**src/rtl/instruction_encoder_if.sv**
```systemverilog
// Request/response bundle for the instruction encoder: request side from the
// program generator, encoded-word side toward fetch, plus status counters.
interface instruction_encoder_if #(
    parameter int DEPTH = 4,
    parameter int CNT_W = 16,
    parameter int CAT_W = 4
);
    logic                     inValid;
    logic                     inReady;
    logic [CAT_W-1:0]         inCategory;
    logic [2:0]               inSub;
    logic [4:0]               inRs;
    logic [4:0]               inRt;
    logic [4:0]               inRd;
    logic [4:0]               inShamt;
    logic [25:0]              inImm;
    logic                     outValid;
    logic                     outReady;
    logic [31:0]              outWord;
    logic                     outIllegal;
    logic [$clog2(DEPTH):0]   level;
    logic [CNT_W-1:0]         outCount;
    logic [CNT_W-1:0]         illegalCount;

    // Master is the producer/consumer around the encoder; slave is the encoder.
    modport master (
        output inValid, inCategory, inSub, inRs, inRt, inRd, inShamt, inImm, outReady,
        input  inReady, outValid, outWord, outIllegal, level, outCount, illegalCount
    );

    modport slave (
        input  inValid, inCategory, inSub, inRs, inRt, inRd, inShamt, inImm, outReady,
        output inReady, outValid, outWord, outIllegal, level, outCount, illegalCount
    );
endinterface

```
**src/rtl/instruction_encoder.sv**
```systemverilog
// Turns {category, sub-op, fields} requests into 32-bit MIPS words through a
// small request FIFO and one registered encode stage; illegal requests become NOPs.
module instruction_encoder #(
    parameter int DEPTH = 4,
    parameter int CNT_W = 16
) (
    input logic                   clock,
    input logic                   reset,
    instruction_encoder_if.slave  bus
);
    localparam int PTR_W = $clog2(DEPTH);
    localparam int LVL_W = PTR_W + 1;
    localparam int CAT_W = 4;

    localparam logic [CAT_W-1:0] RSHIFT_V  = 4'd0;
    localparam logic [CAT_W-1:0] RSHIFTV_V = 4'd1;
    localparam logic [CAT_W-1:0] RHILO_V   = 4'd2;
    localparam logic [CAT_W-1:0] RLONG_V   = 4'd3;
    localparam logic [CAT_W-1:0] RARITH_V  = 4'd4;
    localparam logic [CAT_W-1:0] RLOGIC_V  = 4'd5;
    localparam logic [CAT_W-1:0] RCOMP_V   = 4'd6;
    localparam logic [CAT_W-1:0] BRANCH_V  = 4'd7;
    localparam logic [CAT_W-1:0] JUMP_V    = 4'd8;
    localparam logic [CAT_W-1:0] ARITH_V   = 4'd9;
    localparam logic [CAT_W-1:0] COMP_V    = 4'd10;
    localparam logic [CAT_W-1:0] LOGIC_V   = 4'd11;
    localparam logic [CAT_W-1:0] LOAD_V    = 4'd12;
    localparam logic [CAT_W-1:0] STORE_V   = 4'd13;
    localparam logic [CAT_W-1:0] OTHER_V   = 4'd14;

    typedef struct packed {
        logic [CAT_W-1:0] category;
        logic [2:0]       sub;
        logic [4:0]       rs;
        logic [4:0]       rt;
        logic [4:0]       rd;
        logic [4:0]       shamt;
        logic [25:0]      imm;
    } req_t;

    typedef enum logic [1:0] {FMT_R, FMT_I, FMT_J} fmt_t;

    req_t             fifo_q [DEPTH];
    req_t             fifo_d [DEPTH];
    logic [PTR_W-1:0] wr_ptr_q, wr_ptr_d;
    logic [PTR_W-1:0] rd_ptr_q, rd_ptr_d;
    logic [LVL_W-1:0] level_q, level_d;
    logic             out_valid_q, out_valid_d;
    logic [31:0]      out_word_q, out_word_d;
    logic             out_illegal_q, out_illegal_d;
    logic [CNT_W-1:0] out_count_q, out_count_d;
    logic [CNT_W-1:0] illegal_count_q, illegal_count_d;

    req_t        in_req;
    req_t        head;
    logic        in_ready;
    logic        push;
    logic        pop;
    logic        out_fire;
    fmt_t        fmt;
    logic [5:0]  op;
    logic [5:0]  funct;
    logic [31:0] enc_word;
    logic        enc_illegal;

    assign in_req   = '{category: bus.inCategory, sub: bus.inSub, rs: bus.inRs, rt: bus.inRt,
                        rd: bus.inRd, shamt: bus.inShamt, imm: bus.inImm};
    assign head     = fifo_q[rd_ptr_q];
    assign in_ready = (level_q != LVL_W'(DEPTH));
    assign push     = bus.inValid && in_ready;
    assign pop      = (level_q != '0) && (!out_valid_q || bus.outReady);
    assign out_fire = out_valid_q && bus.outReady;

    // Encoder for the FIFO head; an unused high sub bit set makes the request illegal.
    always_comb begin
        fmt         = FMT_R;
        op          = 6'b000000;
        funct       = 6'b000000;
        enc_illegal = 1'b0;
        case (head.category)
            RSHIFT_V:  begin funct = {4'b0000, head.sub[1:0]}; enc_illegal = head.sub[2]; end
            RSHIFTV_V: begin funct = {4'b0001, head.sub[1:0]}; enc_illegal = head.sub[2]; end
            RHILO_V:   funct = {3'b010, head.sub};
            RLONG_V:   funct = {3'b011, head.sub};
            RARITH_V:  begin funct = {4'b1000, head.sub[1:0]}; enc_illegal = head.sub[2]; end
            RLOGIC_V:  begin funct = {4'b1001, head.sub[1:0]}; enc_illegal = head.sub[2]; end
            RCOMP_V:   funct = {3'b101, head.sub};
            BRANCH_V: begin
                fmt = FMT_I;
                if (!head.sub[2]) begin
                    op = {4'b0001, head.sub[1:0]};
                end else if (head.sub[1:0] == 2'b00) begin
                    op = 6'b000001;
                end else begin
                    enc_illegal = 1'b1;
                end
            end
            JUMP_V:  begin fmt = FMT_J; op = {5'b00001, head.sub[0]}; enc_illegal = |head.sub[2:1]; end
            ARITH_V: begin fmt = FMT_I; op = {5'b00100, head.sub[0]}; enc_illegal = |head.sub[2:1]; end
            COMP_V:  begin fmt = FMT_I; op = {5'b00101, head.sub[0]}; enc_illegal = |head.sub[2:1]; end
            LOGIC_V: begin fmt = FMT_I; op = {4'b0011, head.sub[1:0]}; enc_illegal = head.sub[2]; end
            LOAD_V:  begin fmt = FMT_I; op = {3'b100, head.sub}; end
            STORE_V: begin fmt = FMT_I; op = {3'b101, head.sub}; end
            OTHER_V: enc_illegal = 1'b1;
            default: enc_illegal = 1'b1;
        endcase

        case (fmt)
            FMT_I:   enc_word = {op, head.rs, head.rt, head.imm[15:0]};
            FMT_J:   enc_word = {op, head.imm};
            default: enc_word = {6'b000000, head.rs, head.rt, head.rd, head.shamt, funct};
        endcase
        if (enc_illegal) begin
            enc_word = 32'h0;
        end
    end

    always_comb begin
        fifo_d          = fifo_q;
        wr_ptr_d        = wr_ptr_q;
        rd_ptr_d        = rd_ptr_q;
        level_d         = level_q;
        out_valid_d     = out_valid_q;
        out_word_d      = out_word_q;
        out_illegal_d   = out_illegal_q;
        out_count_d     = out_count_q;
        illegal_count_d = illegal_count_q;

        if (push) begin
            fifo_d[wr_ptr_q] = in_req;
            wr_ptr_d         = wr_ptr_q + PTR_W'(1);
        end
        if (pop) begin
            rd_ptr_d = rd_ptr_q + PTR_W'(1);
        end
        if (push && !pop) begin
            level_d = level_q + LVL_W'(1);
        end else if (!push && pop) begin
            level_d = level_q - LVL_W'(1);
        end

        // The output register refills straight from the head while the consumer drains it.
        if (pop) begin
            out_valid_d   = 1'b1;
            out_word_d    = enc_word;
            out_illegal_d = enc_illegal;
        end else if (out_fire) begin
            out_valid_d = 1'b0;
        end

        if (out_fire) begin
            out_count_d = out_count_q + CNT_W'(1);
            if (out_illegal_q && (illegal_count_q != '1)) begin
                illegal_count_d = illegal_count_q + CNT_W'(1);
            end
        end
    end

    always_ff @(posedge clock) begin
        if (reset) begin
            fifo_q          <= '{default: '0};
            wr_ptr_q        <= '0;
            rd_ptr_q        <= '0;
            level_q         <= '0;
            out_valid_q     <= 1'b0;
            out_word_q      <= 32'h0;
            out_illegal_q   <= 1'b0;
            out_count_q     <= '0;
            illegal_count_q <= '0;
        end else begin
            fifo_q          <= fifo_d;
            wr_ptr_q        <= wr_ptr_d;
            rd_ptr_q        <= rd_ptr_d;
            level_q         <= level_d;
            out_valid_q     <= out_valid_d;
            out_word_q      <= out_word_d;
            out_illegal_q   <= out_illegal_d;
            out_count_q     <= out_count_d;
            illegal_count_q <= illegal_count_d;
        end
    end

    assign bus.inReady      = in_ready;
    assign bus.outValid     = out_valid_q;
    assign bus.outWord      = out_word_q;
    assign bus.outIllegal   = out_illegal_q;
    assign bus.level        = level_q;
    assign bus.outCount     = out_count_q;
    assign bus.illegalCount = illegal_count_q;
endmodule

```
**src/flat_wrapper.sv**
```systemverilog
// flat-port wrapper written by rule: the top's interface ports become plain ports
module instruction_encoder_flat 
#(
    parameter int DEPTH = 4,
    parameter int CNT_W = 16
)
  (clock, reset, bus_inValid, bus_inCategory, bus_inSub, bus_inRs, bus_inRt, bus_inRd, bus_inShamt, bus_inImm, bus_outReady, bus_inReady, bus_outValid, bus_outWord, bus_outIllegal, bus_level, bus_outCount, bus_illegalCount);
  instruction_encoder_if #(.DEPTH(DEPTH), .CNT_W(CNT_W)) bus_i ();
  input logic clock;
  input logic reset;
  input wire logic [$bits(bus_i.inValid)-1:0] bus_inValid;
  input wire logic [$bits(bus_i.inCategory)-1:0] bus_inCategory;
  input wire logic [$bits(bus_i.inSub)-1:0] bus_inSub;
  input wire logic [$bits(bus_i.inRs)-1:0] bus_inRs;
  input wire logic [$bits(bus_i.inRt)-1:0] bus_inRt;
  input wire logic [$bits(bus_i.inRd)-1:0] bus_inRd;
  input wire logic [$bits(bus_i.inShamt)-1:0] bus_inShamt;
  input wire logic [$bits(bus_i.inImm)-1:0] bus_inImm;
  input wire logic [$bits(bus_i.outReady)-1:0] bus_outReady;
  output wire logic [$bits(bus_i.inReady)-1:0] bus_inReady;
  output wire logic [$bits(bus_i.outValid)-1:0] bus_outValid;
  output wire logic [$bits(bus_i.outWord)-1:0] bus_outWord;
  output wire logic [$bits(bus_i.outIllegal)-1:0] bus_outIllegal;
  output wire logic [$bits(bus_i.level)-1:0] bus_level;
  output wire logic [$bits(bus_i.outCount)-1:0] bus_outCount;
  output wire logic [$bits(bus_i.illegalCount)-1:0] bus_illegalCount;
  assign bus_i.inValid = bus_inValid;
  assign bus_i.inCategory = bus_inCategory;
  assign bus_i.inSub = bus_inSub;
  assign bus_i.inRs = bus_inRs;
  assign bus_i.inRt = bus_inRt;
  assign bus_i.inRd = bus_inRd;
  assign bus_i.inShamt = bus_inShamt;
  assign bus_i.inImm = bus_inImm;
  assign bus_i.outReady = bus_outReady;
  assign bus_inReady = bus_i.inReady;
  assign bus_outValid = bus_i.outValid;
  assign bus_outWord = bus_i.outWord;
  assign bus_outIllegal = bus_i.outIllegal;
  assign bus_level = bus_i.level;
  assign bus_outCount = bus_i.outCount;
  assign bus_illegalCount = bus_i.illegalCount;
  instruction_encoder #(.DEPTH(DEPTH), .CNT_W(CNT_W)) u_core (.clock(clock), .reset(reset), .bus(bus_i));
endmodule
```
**config.mk**
```make
export PLATFORM = sky130hd
export DESIGN_NAME = instruction_encoder_flat
export DESIGN_NICKNAME = d
export VERILOG_FILES = /design/src/rtl/instruction_encoder_if.sv /design/src/rtl/instruction_encoder.sv /design/src/flat_wrapper.sv
export SDC_FILE = /design/constraint.sdc
export NUM_CORES = 1
export LEC_CHECK = 0
export CAP_MARGIN = 25
export CORE_UTILIZATION = 30
export DETAILED_ROUTE_END_ITERATION = 8
export SYNTH_ARGS = -nofsm -noshare
export SYNTH_HDL_FRONTEND = slang
export SYNTH_SLANG_ARGS = --single-unit
```
**constraint.sdc**
```tcl
create_clock -name clock -period 4.1 [get_ports clock]
set_input_delay 0.41 -clock clock [delete_from_list [all_inputs] [get_ports clock]]
set_output_delay 0.41 -clock clock [all_outputs]
set_load 0.02 [all_outputs]
```
==> flow_summary_export.csv, run 1 <==
group,metric,value,unit
clocking,cts_root_buf,"clkbuf_16",
critical_path,path_max_fanout,20,
critical_path,max_stage_delay,800,ps
floorplanning,core-area,38900,um^2
detailed_routing,wl,34300,um
job,maxCapViolations,0,
outcome,run_status,"finished clean",
detailed_routing,post_drt_wl_per_cell,17.0,um
critical_path,r2r_slack,600,ps
critical_path,cp_cell_sequence,"mux4_2 -> nand2b_1 -> or3_1 -> ha_1 -> nor2b_1 -> a22oi_1 -> o21ai_2",
sta,skew,20.8,ps
floorplanning,ios,127,
logic_synthesis,ys_ff_latch,284,
critical_path,r2r_cells,7,
clocking,path_clk_slew,60,ps
sta,setup-tns-final,0,ps
detailed_routing,drc,0,
placement,hpwl,22200,um
clocking,post_cts_buffers,0,
detailed_routing,dr.first_iter.drc_count,841,
detailed_routing,routed_via_density,4.99,
critical_path,worstPathArrival,3990,ps
global_routing,overflow,0,
global_routing,grt_max_degree,158,
sta,hold_violations,0,
sta,maxSlewViolCount,0,
power,cellPowerDensity,515,nW/um^2
clocking,htreeDepth,1,
logic_synthesis,async_flop_share,0,%
critical_path,crit_path_end_kind,"flop",
clocking,clk_path_buf_depth,3,
detailed_routing,dr_wl_met3,1720,um
final_layout,nNetsFinal,1546,
detailed_routing,top_layer_used,"met4",
final_layout,final_layout_size_suffix_gt1_share,9.75,%
sta,max_freq,286,MHz
clocking,cts_tree,"done",
global_routing,antenna_found_initial,2,
sta,setup_violations,0,
final_layout,syn_to_final_growth,21.9,%
logic_synthesis,yosysTopAreaCell,"dfxtp_1",
floorplanning,initial_core_util,30.7,%
power,seq_power_share,42.3,%
critical_path,reg2reg_from,"u_core.rd_ptr_q[1]",
global_routing,grt_pass1_vias,9793,
power,finalPower,7480,uW
min_path,hold_depth,2,
critical_path,r2r-end,"u_core.bus.outWord[22]",
critical_path,required,4590,ps
logic_synthesis,synth_area_leaders,"dfxtp_1, nand2_1, mux4_2",
sta,worst_pin_slew,986,ps
critical_path,worstSetupPathType,"flop to flop",
power,max-vdd-ir-drop,0.357,mV
logic_synthesis,synth-edff-count,0,
sta,finalCriticalPeriod,3500,ps
detailed_routing,ant_nets,0,
logic_synthesis,syn_area_per_cell,8.49,um^2
logic_synthesis,synth_commonest_cells,"nand2_1, dfxtp_1, a21oi_1",
logic_synthesis,synth_top_area_share,47.7,%
floorplanning,num_rows,72,
clocking,cts.repair.resized,0,
min_path,min_from,"reset",
logic_synthesis,synthDistinctLibCells,55,
clocking,clkLatencyLatePin,570,ps
sta,rsz0062_at_grt,"false",
logic_synthesis,syn_area,11900,um^2
logic_synthesis,synth_ff_type,"dfxtp_1",
floorplanning,die_y,201,um
logic_synthesis,syn_nets,1472,
min_path,hp-class,"primary input to flop",
power,internal_power,5170,uW
placement,port_buffers,125,
detailed_routing,wl_met2,16100,um
power,p_sw_share,30.9,%
critical_path,crit_path_top_delay_cell,"nor2b_1",
global_routing,grt_pass1_wl,54700,um
sta,max_slew_margin,34.1,%
floorplanning,die-area,40600,um^2
clocking,cts.sinks,284,
logic_synthesis,yosysWarnings,0,
power,power_switching,2310,uW
detailed_routing,dr.pass1.iters,5,
power,combPwrFrac,22.9,%
power,cellLeakagePower,0.00475,uW
global_routing,grt_use_total,16.7,%
detailed_routing,vias,10050,
critical_path,startpoint_type,"flop",
clocking,cts_hold_buffers,0,
clocking,cts_buffers,31,
floorplanning,fp.dieW,201,um
logic_synthesis,ys_seq_area_share,47.7,%
sta,fin_crit_sh,85.3,%
power,clkPwrFrac,34.8,%
placement,place.gp.congestion,0.808,
logic_synthesis,synth_most_common_cell,"nand2_1",
min_path,hold_end,"u_core.bus.outCount[5]",
logic_synthesis,synth_cells,1405,
detailed_routing,wl_met1,15700,um
layout make-up:
type                            instances  area [um^2]
Clock inverter                          6         66.3
Multi-Input combinational cell       1004         5800
Tap cell                              518          648
Antenna cell                            1         2.50
Sequential cell                       284         5690
Inverter                               13         48.8
Clock buffer                           45          858
Timing Repair Buffer                  145         1430
Fill cell                            3966        24400
layout by cell type, fill, tap and decap left out, drive strengths merged, types with 3 or more instances in the layout:
cell type	Yosys	final
inv	13	15
clkdlybuf4s50	0	124
xor2	13	13
xnor2	8	8
nor2b	4	4
o21ai	40	40
ha	9	9
dfxtp	284	284
buf	14	20
and2	6	6
nor4	4	4
a21oi	233	233
nand2b	4	4
nor3	8	8
nand2	479	479
mux2	5	5
or3	12	12
clkinv	0	3
nand4	7	7
a22oi	22	22
nor2	46	46
o31ai	7	7
clkbuf	90	46
nand3	9	9
mux4	53	53
a22o	3	3
how the worst max path moves through the flow:
stage | from | to | slack, ps | cells past startpoint
floorplan | u_core.rd_ptr_q[0] | u_core.bus.outWord[10] | 970 | 11
global placement | u_core.rd_ptr_q[1] | u_core.bus.outWord[2] | 770 | 8
global route | u_core.rd_ptr_q[1] | u_core.bus.outWord[22] | 460 | 7
detailed placement | u_core.rd_ptr_q[1] | u_core.bus.outWord[27] | 670 | 7
finish | u_core.rd_ptr_q[1] | u_core.bus.outWord[22] | 600 | 7
CTS | u_core.rd_ptr_q[1] | u_core.bus.outWord[22] | 650 | 7
per-stage QoR:
stage / setup slack [ps] / util [%] / hold WS (ps) / cell area, um^2 / instances
after floorplan: 968 / - / 433 / 11900 / 1405
after global placement: 775 / 35.0 / 438 / 13600 / 1964
after detailed placement: 667 / 35.0 / 444 / 13600 / 1964
after CTS: 646 / 37.4 / 452 / 14500 / 2015
after global routing: 456 / 37.4 / 469 / 14500 / 2015
final: 602 / 37.4 / 443 / 14500 / 2016
cells by family after synthesis:
group	share of synthesized area, %
multiplexers	10.6
flip-flops	47.7
XOR/XNOR	1.54
AO/OA/AOI/OAI	15.1
buffers and inverters	3.93
other	0.0314
adder cells (fa/ha/maj)	1.11
AND/OR/NAND/NOR	20.0
per-layer routing:
| metal | up-vias | track usage [%] |
|---|---|---|
| met1 | 4822 | 22.6 |
| li1 | 4922 | - |
| met3 | 47 | 2.36 |
| met5 | - | 0 |
| met4 | 0 | 4.79 |
| met2 | 259 | 27.7 |
state kept, by name, indices dropped and copies added (netlist names):
register	cells
u_core.fifo_q	212
u_core.bus.outCount	16
u_core.wr_ptr_q	2
u_core.rd_ptr_q	2
u_core.bus.outWord	31
u_core.bus.level	3
u_core.bus.illegalCount	16
u_core.bus.outIllegal	1
u_core.bus.outValid	1
worst max-delay path: cells and delay by family (launching register included):
| kind | cells | cell delay [ps] |
|---|---|---|
| AO/OA/AOI/OAI | 2 | 360 |
| multiplexers | 1 | 550 |
| flip-flops | 1 | 700 |
| adder cells (fa/ha/maj) | 1 | 410 |
| AND/OR/NAND/NOR | 3 | 1400 |
power by group through the flow:
stage | clock [uW] | sequential [uW] | combinational (uW)
after floorplan | 0 | 3180 | 1160
after global placement | 0 | 3220 | 1700
after detailed placement | 0 | 3230 | 1730
after CTS | 2650 | 3170 | 1730
after global routing | 2780 | 3190 | 1870
final | 2610 | 3160 | 1710
Note: power is estimated with default switching activity, not from simulation.
==> run 2: changes to the inputs <==
--- a/config.mk
+++ b/config.mk
@@ -6,8 +6,10 @@
 export NUM_CORES = 1
 export LEC_CHECK = 0
 export CAP_MARGIN = 25
-export CORE_UTILIZATION = 30
+export CORE_UTILIZATION = 46
 export DETAILED_ROUTE_END_ITERATION = 8
+export PLACE_DENSITY = 0.67
+export SETUP_SLACK_MARGIN = 0.4
 export SYNTH_ARGS = -nofsm -noshare
 export SYNTH_HDL_FRONTEND = slang
 export SYNTH_SLANG_ARGS = --single-unit
==> run 2 against run 1 <==
  * Setup slack improved by 120 ps
  * Maximum frequency grew 3.4%
  * Register-to-register slack better by 120 ps
  * Sequential power barely moved
  * Highest routed layer unchanged
  * Clock power rose by 4%
  * Die area shrank 34%
  * Power up 1.4%
  * Sequential share of layout area rose by 0.40 points
  * Global-route usage grew 7.4 points
  * Count of clock-buffer cells in the layout grew 2
  * First-iteration DRC count is 7.7% lower
  * Final area decreased by 1.0%
==> flow_summary_export.csv, run 2 (synthesis results as in run 1) <==
group,metric,value,unit
detailed_routing,dr.pass1.iters,7,
sta,max_slew_margin,31.3,%
final_layout,n_fill_cell,2321,
clocking,htreeDepth,1,
clocking,cts.sinks,284,
clocking,clk_path_buf_depth,3,
critical_path,worstSetupPathType,"flop to flop",
clocking,cts_tree,"done",
sta,rsz0062_at_grt,"false",
detailed_routing,vias,10077,
critical_path,crit_path_top_delay_cell,"mux4_2",
clocking,post_cts_buffers,0,
detailed_routing,wl,32000,um
critical_path,worstPathArrival,3870,ps
critical_path,crit_path_end_kind,"flop",
critical_path,r2r_slack,720,ps
global_routing,grt_max_degree,132,
floorplanning,die-area,26600,um^2
global_routing,overflow,0,
clocking,cts_buffers,30,
final_layout,layout.cells.most_common,"nand2_1",
critical_path,path_max_fanout,19,
floorplanning,core-area,25300,um^2
critical_path,max_stage_delay,700,ps
power,max-vdd-ir-drop,0.350,mV
final_layout,syn_to_final_growth,20.7,%
critical_path,required,4580,ps
critical_path,path_buf_inv,1,
final_layout,final_layout_size_suffix_gt1_share,10.6,%
placement,placed_cells,1780,
detailed_routing,ant_nets,0,
detailed_routing,post_drt_wl_per_cell,17.4,um
final_layout,final_cells,1836,
min_path,hp-class,"primary input to flop",
global_routing,grt_pass1_wl,50900,um
final_layout,nNetsFinal,1549,
global_routing,grt_use_total,24.2,%
critical_path,startpoint_type,"flop",
min_path,hold_depth,2,
critical_path,reg2reg_from,"u_core.rd_ptr_q[0]",
floorplanning,num_rows,58,
critical_path,r2r-end,"u_core.bus.outWord[19]",
sta,setup-tns-final,0,ps
final_layout,diodes,0,
sta,finalCriticalPeriod,3380,ps
min_path,min_from,"reset",
final_layout,largest_reg_flops,212,
floorplanning,ios,127,
sta,max_freq,296,MHz
final_layout,final_cell_mix,"nand2_1, dfxtp_1, a21oi_1",
detailed_routing,drc,0,
critical_path,cp_cell_sequence,"mux4_2 -> nand2b_1 -> or3_1 -> ha_1 -> buf_4 -> nor2b_1 -> a22oi_1 -> o21ai_2",
floorplanning,die_y,163,um
critical_path,cp_top_family,"simple AND/OR/NAND/NOR gates",
final_layout,top_register,"u_core.fifo_q",
critical_path,r2r_cells,8,
clocking,cts_root_buf,"clkbuf_16",
outcome,run_status,"finished clean",
clocking,cts_hold_buffers,0,
clocking,clkLatencyLatePin,550,ps
clocking,path_clk_slew,60,ps
power,cellPowerDensity,527,nW/um^2
sta,maxSlewViolCount,0,
placement,hpwl,20300,um
sta,fin_crit_sh,82.5,%
placement,place.gp.congestion,0.833,
sta,setup_violations,0,
clocking,cts.repair.resized,0,
sta,skew,7.96,ps
power,cellLeakagePower,0.00482,uW
min_path,hold_end,"u_core.bus.illegalCount[15]",
job,maxCapViolations,0,
floorplanning,fp.dieW,163,um
global_routing,antenna_found_initial,0,
global_routing,grt_pass1_vias,9501,
floorplanning,initial_core_util,47.1,%
detailed_routing,dr.first_iter.drc_count,776,
sta,worst_pin_slew,1030,ps
placement,port_buffers,125,
detailed_routing,routed_via_density,5.49,
sta,hold_violations,0,
==> run 2: area by class of cell <==
class | count | area [um^2] | share of cell area, %
well taps | 330 | 413 | 2.87
clock buffers | 47 | 936 | 6.50
repair buffers | 149 | 1450 | 10.0
flip-flops and latches | 284 | 5690 | 39.5
multi-input cells | 1004 | 5790 | 40.2
inverters | 13 | 48.8 | 0.339
clock inverters | 9 | 70.1 | 0.487
==> run 2: worst max path at each step <==
| stage | start | end | slack [ps] | cells past startpoint |
|---|---|---|---|---|
| final | u_core.rd_ptr_q[0] | u_core.bus.outWord[19] | 720 | 8 |
| after global placement | u_core.rd_ptr_q[0] | u_core.bus.outWord[23] | 800 | 8 |
| after floorplan | u_core.rd_ptr_q[0] | u_core.bus.outWord[10] | 970 | 11 |
| after detailed placement | u_core.rd_ptr_q[0] | u_core.bus.outWord[25] | 760 | 8 |
| after global routing | u_core.rd_ptr_q[0] | u_core.bus.outWord[16] | 490 | 8 |
| after CTS | u_core.rd_ptr_q[0] | u_core.bus.outWord[19] | 660 | 8 |
==> run 2: through the flow <==
stage / hold WS, ps / instance area (um^2) / util (%) / total power [uW] / setup WS, ps
after detailed placement: 445 / 13400 / 52.9 / 4930 / 762
after floorplan: 433 / 11900 / - / 4340 / 968
after CTS: 439 / 14400 / 56.8 / 7640 / 659
after global routing: 462 / 14400 / 56.8 / 7920 / 488
after global placement: 438 / 13400 / 52.9 / 4900 / 802
final: 401 / 14400 / 56.8 / 7590 / 718
==> run 2: worst reg2reg max path, delay by kind of cell (launching register included) <==
kind | cells | cell delay (ps)
adder cells (fa/ha/maj) | 1 | 310
buffers and inverters | 1 | 220
multiplexers | 1 | 700
AO/OA/AOI/OAI | 2 | 350
AND/OR/NAND/NOR | 3 | 1260
flip-flops | 1 | 480
==> run 2: per-layer routing <==
| metal | track usage, % | routed length (um) | part of all wire [%] |
|---|---|---|---|
| met1 | 33.9 | 14500 | 45 |
| met2 | 39.5 | 15000 | 47 |
| met3 | 2.87 | 1850 | 5.8 |
| met4 | 6.07 | 706 | 2.2 |
| met5 | 0 | 0 | 0 |
==> run 2: where the power goes <==
group	internal, uW	total [uW]	switching (uW)
logic	699	1720	1020
registers	2970	3150	175
clock network	1620	2720	1100
total	5290	7590	2300
